File: src/rtl/shift_seq8.sv
// shift_seq8: multi-cycle LSL/LSR/ASR sequencer, at most 3 bits per pass through one shifter.
// Optional rotate-right for op=11 when SHIFT_SEQ_ROR_EN is defined; otherwise op=11 flags err.
module shift_seq8 #(
    parameter int WIDTH = 8,
    parameter int AMT_W = 4
) (
    input  logic             clk,
    input  logic             reset,
    input  logic             start,
    input  logic [1:0]       op,
    input  logic [WIDTH-1:0] d_in,
    input  logic [AMT_W-1:0] amt,
    output logic             busy,
    output logic             done,
    output logic [WIDTH-1:0] d_out,
    output logic             err
);
    localparam int REM_W = 4;
    typedef enum logic [1:0] {IDLE, SHIFT, DONE} state_t;
    state_t state_q, state_d;
    logic [WIDTH-1:0] acc_q, acc_d, dout_q, dout_d, sh;
    logic signed [WIDTH-1:0] asr;
    logic [REM_W-1:0] rem_q, rem_d, rem_nxt, rem_ld, amt_cap;
    logic [1:0] op_q, op_d, step;
    logic err_q, err_d, accept, last, unsup;
    assign accept  = start && state_q != SHIFT;
    assign step    = (rem_q > REM_W'(3)) ? 2'd3 : rem_q[1:0];
    assign rem_nxt = rem_q - REM_W'(step);
    assign last    = rem_nxt == '0;
    assign amt_cap = (int'(amt) > WIDTH) ? REM_W'(WIDTH) : REM_W'(amt);
    assign asr     = $signed(acc_q) >>> step;
`ifdef SHIFT_SEQ_ROR_EN
    logic [WIDTH-1:0] ror;
    assign ror    = (acc_q >> step) | (acc_q << (REM_W'(WIDTH) - REM_W'(step)));
    assign rem_ld = (op == 2'b11) ? REM_W'(amt[2:0]) : amt_cap;
    assign unsup  = 1'b0;
    assign sh     = op_q == 2'b00 ? acc_q << step : op_q == 2'b01 ? acc_q >> step :
                    op_q == 2'b10 ? asr : ror;
`else
    // op=11 is a single zero-step pass so the operand comes back unchanged with err
    assign rem_ld = (op == 2'b11) ? '0 : amt_cap;
    assign unsup  = op_q == 2'b11;
    assign sh     = op_q == 2'b00 ? acc_q << step : op_q == 2'b01 ? acc_q >> step :
                    op_q == 2'b10 ? asr : acc_q;
`endif
    always_ff @(posedge clk or posedge reset) begin
        if (reset) begin
            state_q <= IDLE;
            acc_q   <= '0;
            dout_q  <= '0;
            rem_q   <= '0;
            op_q    <= '0;
            err_q   <= 1'b0;
        end else begin
            state_q <= state_d;
            acc_q   <= acc_d;
            dout_q  <= dout_d;
            rem_q   <= rem_d;
            op_q    <= op_d;
            err_q   <= err_d;
        end
    end
    always_comb state_d = state_q == SHIFT ? (last ? DONE : SHIFT) : (start ? SHIFT : IDLE);
    always_comb begin
        acc_d  = acc_q;
        rem_d  = rem_q;
        op_d   = op_q;
        err_d  = err_q;
        dout_d = dout_q;
        if (accept) begin
            acc_d = d_in;
            rem_d = rem_ld;
            op_d  = op;
            err_d = 1'b0;
        end else if (state_q == SHIFT) begin
            acc_d = sh;
            rem_d = rem_nxt;
            if (last) begin
                dout_d = sh;
                err_d  = unsup;
            end
        end
    end
    always_comb begin
        busy  = state_q == SHIFT;
        done  = state_q == DONE;
        d_out = dout_q;
        err   = err_q;
    end
endmodule

File: config.mk
export PLATFORM = sky130hd
export DESIGN_NAME = shift_seq8
export DESIGN_NICKNAME = d
export VERILOG_FILES = /design/src/rtl/shift_seq8.sv
export SDC_FILE = /design/constraint.sdc
export NUM_CORES = 1
export LEC_CHECK = 0
export ABC_AREA = 1
export CORE_ASPECT_RATIO = 0.9
export CORE_MARGIN = 2
export CORE_UTILIZATION = 53
export DETAILED_ROUTE_END_ITERATION = 10
export PLACE_DENSITY = 0.8
export SETUP_SLACK_MARGIN = 0.15
export SYNTH_ARGS = -nofsm -noshare
export SYNTH_HDL_FRONTEND = slang
export SYNTH_SLANG_ARGS = --single-unit
File: constraint.sdc
create_clock -name clk -period 2.17 [get_ports clk]
set_input_delay 0.217 -clock clk [delete_from_list [all_inputs] [get_ports clk]]
set_output_delay 0.217 -clock clk [all_outputs]
set_load 0.03 [all_outputs]
# == Yosys cells after proc, flatten, opt, wreduce, memory -nomap -nowiden ==
# Index checks and enable logic that the tools add are counted.
# op_classes
n_eq_ne,7
n_lt_le_gt_ge,2
shifts,3
n_div,0
n_reduce_logical,7
mux,16
n_mul,0
n_addsub,1
bitwise_logic,1
# op_table
op,count
$mux W8,5
$mux W4,4
$eq A2 B2 Y1 const B,4
$shl A8 B2 Y8,1
$shr A8 B2 Y8,1
$sshr A8 B2 Y8,1
$mux W2,3
$eq A2 B1 Y1 const B,2
$gt A4 B2 Y1 const B,1
$gt A4 B4 Y1 const B,1
$logic_not A4 Y1,1
$mux W1,4
$reduce_bool A2 Y1,2
$sub A4 B2 Y4,1
$reduce_and A3 Y1,1
$logic_not A2 Y1,1
$ne A2 B1 Y1 const B,1
$reduce_and A2 Y1,1
$logic_and A1 B1 Y1,1
$not A1 Y1,1
# word_totals
out_inout_bits,11
romBits,0
ff_bits,25
ram_bits,0
latchBits,0
word_cells,43
memories,0
inputBits,17

# == Longest topological paths before layout ==
# logic_depth
word_depth,8
depth_mapped,11
mapped_depth_nobuf,11

# == Least setup slack after synthesis ==
# Ideal clock, no wire load.
# synth_timing
path_type,reg2reg
from,reg rem_q[2]
to,"reg err_q, in the netlist err"
required_ns,2.042
path_stages_with_launch,12
synth_period_minus_slack_ns,1.589
setup_time_ns,0.128
arrival_ns,1.461
setup_slack_ns,0.581
n_path_buf,1
path_cell_list,dfrtp_1 inv_1 nand2_1 nand2_1 ha_1 xnor2_1 clkinv_1 nand3b_1 nor2_2 buf_4 nand3_1 o21ai_0
# synth_via
elab_chain_len,6
# synth_lines
item,line_no,source
from (decl),23,"logic [REM_W-1:0] rem_q, rem_d, rem_nxt, rem_ld, amt_cap;"
from (signal assigned),58,rem_q <= rem_d;
$gt A4 B2 Y1,27,assign step = (rem_q > REM_W'(3)) ? 2'd3 : rem_q[1:0];
$mux W2,27,
$sub A4 B2 Y4 (*),28,assign rem_nxt = rem_q - REM_W'(step);
$logic_not A4 Y1 (*),29,assign last = rem_nxt == '0;
$reduce_bool A2 Y1 (no line) (*),n/a,
$reduce_and A2 Y1 (no line) (*),n/a,
to (signal assigned),60,err_q <= err_d;
to (decl),25,"logic err_q, err_d, accept, last, unsup;"
# Mark *: on every way between the ends. The rest lies on a longest branch, timed or not.
# A chain may end at the register's enable or synchronous reset.

# == Worst setup path in the final report ==
# layout_timing
from,reg rem_q[0]
to,"reg dout_q[3], in the netlist d_out[3]"
# layout_via
elab_chain_len,6
word_cells_on_any_way,11
classes_between,add/sub: 1; order compare: 1; shift: 3; mux: 4; reduce/logical: 2
# layout_lines
item,line_no,source
branches (longest 6 deep; another with $gt A4 B2 Y1),n/a,
to (signal assigned),57,dout_q <= dout_d;
to (decl),21,"logic [WIDTH-1:0] acc_q, acc_d, dout_q, dout_d, sh;"
# Parallel ways; which one is timed is not known.

==> results.json <==
{
  "cpMaxStageDelayCell": "dfrtp_1",
  "fp-row-count": 19,
  "grt_use_total": 0.248,
  "synth_top_area_frac": 0.372,
  "fin_util": 0.665,
  "synth_largest_area_cell": "dfrtp_1",
  "yosysWarnings": 0,
  "cp_cell_sequence": "inv_1, nand2_1, ha_1, xnor2_1, clkinv_1, nand3b_1, nor2_2, buf_4, nand2_1, nand2_1",
  "netlist_top_cells_area": "dfrtp_1 37%, nand2_1 24%, inv_1 8.3%, nand3_1 6.3%, o21ai_0 4.5%",
  "final_antenna_net_count": 0,
  "setup_viol": 0,
  "syn-cell-area_sq_um": 1680,
  "clock_sinks": 25,
  "worst_hold_path_type": "in -> async",
  "critPathLaunchType": "flop",
  "synthToLayoutAreaGrowth_pct": 20.4,
  "io_pins": 28,
  "register_area_sq_um": 626,
  "stdcell_area_sq_um": 2020,
  "p_leak_uw": 0.00104,
  "nFillCells": 300,
  "worst-path-max-fanout": 7,
  "die_w_um": 63.4,
  "place.detailed.hpwl_um": 3210,
  "relSlewSlack": 0.773,
  "ys_async_sr_fraction": 1.00,
  "required_ns": 2.46,
  "drc_errors": 0,
  "cpPeakStageDelay_ns": 0.40,
  "layout-drive-gt1-share": 0.0777,
  "syn-num-nets": 272,
  "finalHoldViolations": 0,
  "holdBufCountCts": 0,
  "tritoncts": "built",
  "synth_edf_count": 0,
  "final_cell_mix": "109 x nand2_1, 37 x inv_1, 26 x clkdlybuf4s50_1, 25 x dfrtp_1, 21 x nand3_1",
  "p_per_area_nw_per_um2": 1610,
  "place_inst": 321,
  "cp_num_buf_inv": 3,
  "ys_ff_latch": 25,
  "final_cells": 325,
  "rsz0062_at_grt": "false",
  "vias": 1658,
  "timing.fmax_mhz": 549,
  "fin_crit_sh": 0.839,
  "final_common_cell": "nand2_1",
  "die_h_um": 57.4,
  "multi_input_area_sq_um": 866,
  "routed_wl_um": 4120,
  "crit_path_frequent_cell": "nand2_1",
  "coreArea_sq_um": 3040,
  "postPlaceCellArea_sq_um": 1990,
  "clk_path_buf_depth": 2,
  "n_antenna_cell": 0,
  "wl_per_cell_um": 12.7,
  "worst_pin_slew_ns": 0.340,
  "cap_violations": 0,
  "peakVddDrop_mv": 0.886,
  "crit_type": "reg -> reg",
  "synthFlopType": "dfrtp_1",
  "grt-ovfl-total": 0,
  "io_buffers": 27,
  "numCtsBuffers": 3,
  "clkSlewWorstSetupHoldPaths_ns": 0.15,
  "skew_ns": 0.0146,
  "dieArea_sq_um": 3640,
  "h-tree-depth": 1,
  "antenna_found_initial": 0,
  "start_util": 0.552,
  "ys_types": 26,
  "end_kind": "flop",
  "post-route-min-period_ns": 1.82,
  "status": "finished clean",
  "fin_tns_setup_ns": 0,
  "fin_nets": 303,
  "cts_root_buf": "clkbuf_4",
  "first_pass_iters": 4,
  "grt_pass1_vias": 1566,
  "finalWeightedCongestion": 0.928,
  "slew_viol_final": 0,
  "crit_family": "simple AND/OR/NAND/NOR gates",
  "syn_inst": 253,
  "drt_iter0_markers": 101,
  "clk_latency_ns": 0.34,
  "via_per_inst": 5.10,
  "post-cts-setup-buffers": 0,
  "grt_pass1_wl_um": 7110,
  "seq_area_frac_synth": 0.372,
  "arrival_ns": 2.11,
  "grt_max_degree": 26,
  "synth.avg_cell_area_sq_um": 6.64
}
==> registers in the layout, summed over array words and instances, names as in the netlist <==
name and cells:
acc_q 8, rem_q 4, state_q 2, op_q 2
err 1, d_out 8
==> report_power, final <==
group	total, uW	internal (uW)	switching (uW)	leakage [uW]
Clock	222	70.7	151	0.0000139
Sequential	809	666	143	0.000318
Combinational	2230	737	1490	0.000709
==> cell type report <==
class                           count  share of cell area
Multi-Input combinational cell    183               0.428
Sequential cell                    25               0.309
Timing Repair Buffer               31               0.148
Inverter                           40              0.0742
Tap cell                           42              0.0260
Clock buffer                        3              0.0111
Clock inverter                      1             0.00371
==> timing repair <==
item,in CTS,in global routing
endpoints found under the setup margin,1,0
hold endpoints to repair,0,0
gates resized for setup,1,0
==> routing by layer <==
metal	up-vias	GRT usage	wire length [um]
met2	40	0.394	1820
met3	7	0.0256	314
met5	-	0	0
met1	758	0.365	1910
li1	853	-	-
met4	0	0.0652	68
==> synth_stat cells, types with 2 or more instances <==
master and count:
inv_1 37, nand2_2 2, dfrtp_1 25, nand4_1 3, nand2_4 2, o211ai_1 4, nand2_1 109, nor2_1 3
o221ai_1 2, a21oi_1 6, nand3_1 21, o21ai_0 15, inv_2 2, o21ai_2 3, nor2_2 4, buf_4 3
a22o_1 2, ha_1 2
==> logic make-up after synthesis <==
group,Yosys count,share of synthesized area
DFF,25,0.372
xor gates and xnor gates,1,0.00521
adders and majority gates,2,0.0149
buffers and inverters,45,0.112
AOI/OAI and AO/OA,33,0.121
and+or+nand+nor,147,0.374
==> path summary, 6_finish.rpt <==
kind,start,end,slack [ns],depth (start not counted)
max in group asynchronous,reset,rem_q[1]$_DFFE_PP0P_,1.69,3
hold / removal,reset,d_out[7]$_DFFE_PP0P_,0.22,3
setup / recovery,rem_q[0]$_DFFE_PP0P_,d_out[3]$_DFFE_PP0P_,0.35,10
setup reg to reg,rem_q[0]$_DFFE_PP0P_,d_out[3]$_DFFE_PP0P_,0.35,10
hold reg to reg,d_out[4]$_DFFE_PP0P_,d_out[4]$_DFFE_PP0P_,0.50,2
min in group clk,d_in[7],acc_q[7]$_DFFE_PP0P_,0.47,3
==> worst min-delay path, stage by stage <==
cell,delay [ns]
clkdlybuf4s50_1,0.40
inv_1,0.06
buf_4,0.30
==> through the flow <==
step,setup WS [ns],power [uW],hold WS (ns)
detailed placement,0.378,3020,0.465
global route,0.188,3590,0.249
finish,0.349,3260,0.223
global placement,0.409,2990,0.465
floorplan,0.581,2470,0.244
CTS,0.341,3250,0.238
Note: power is estimated with default switching activity, not from simulation.
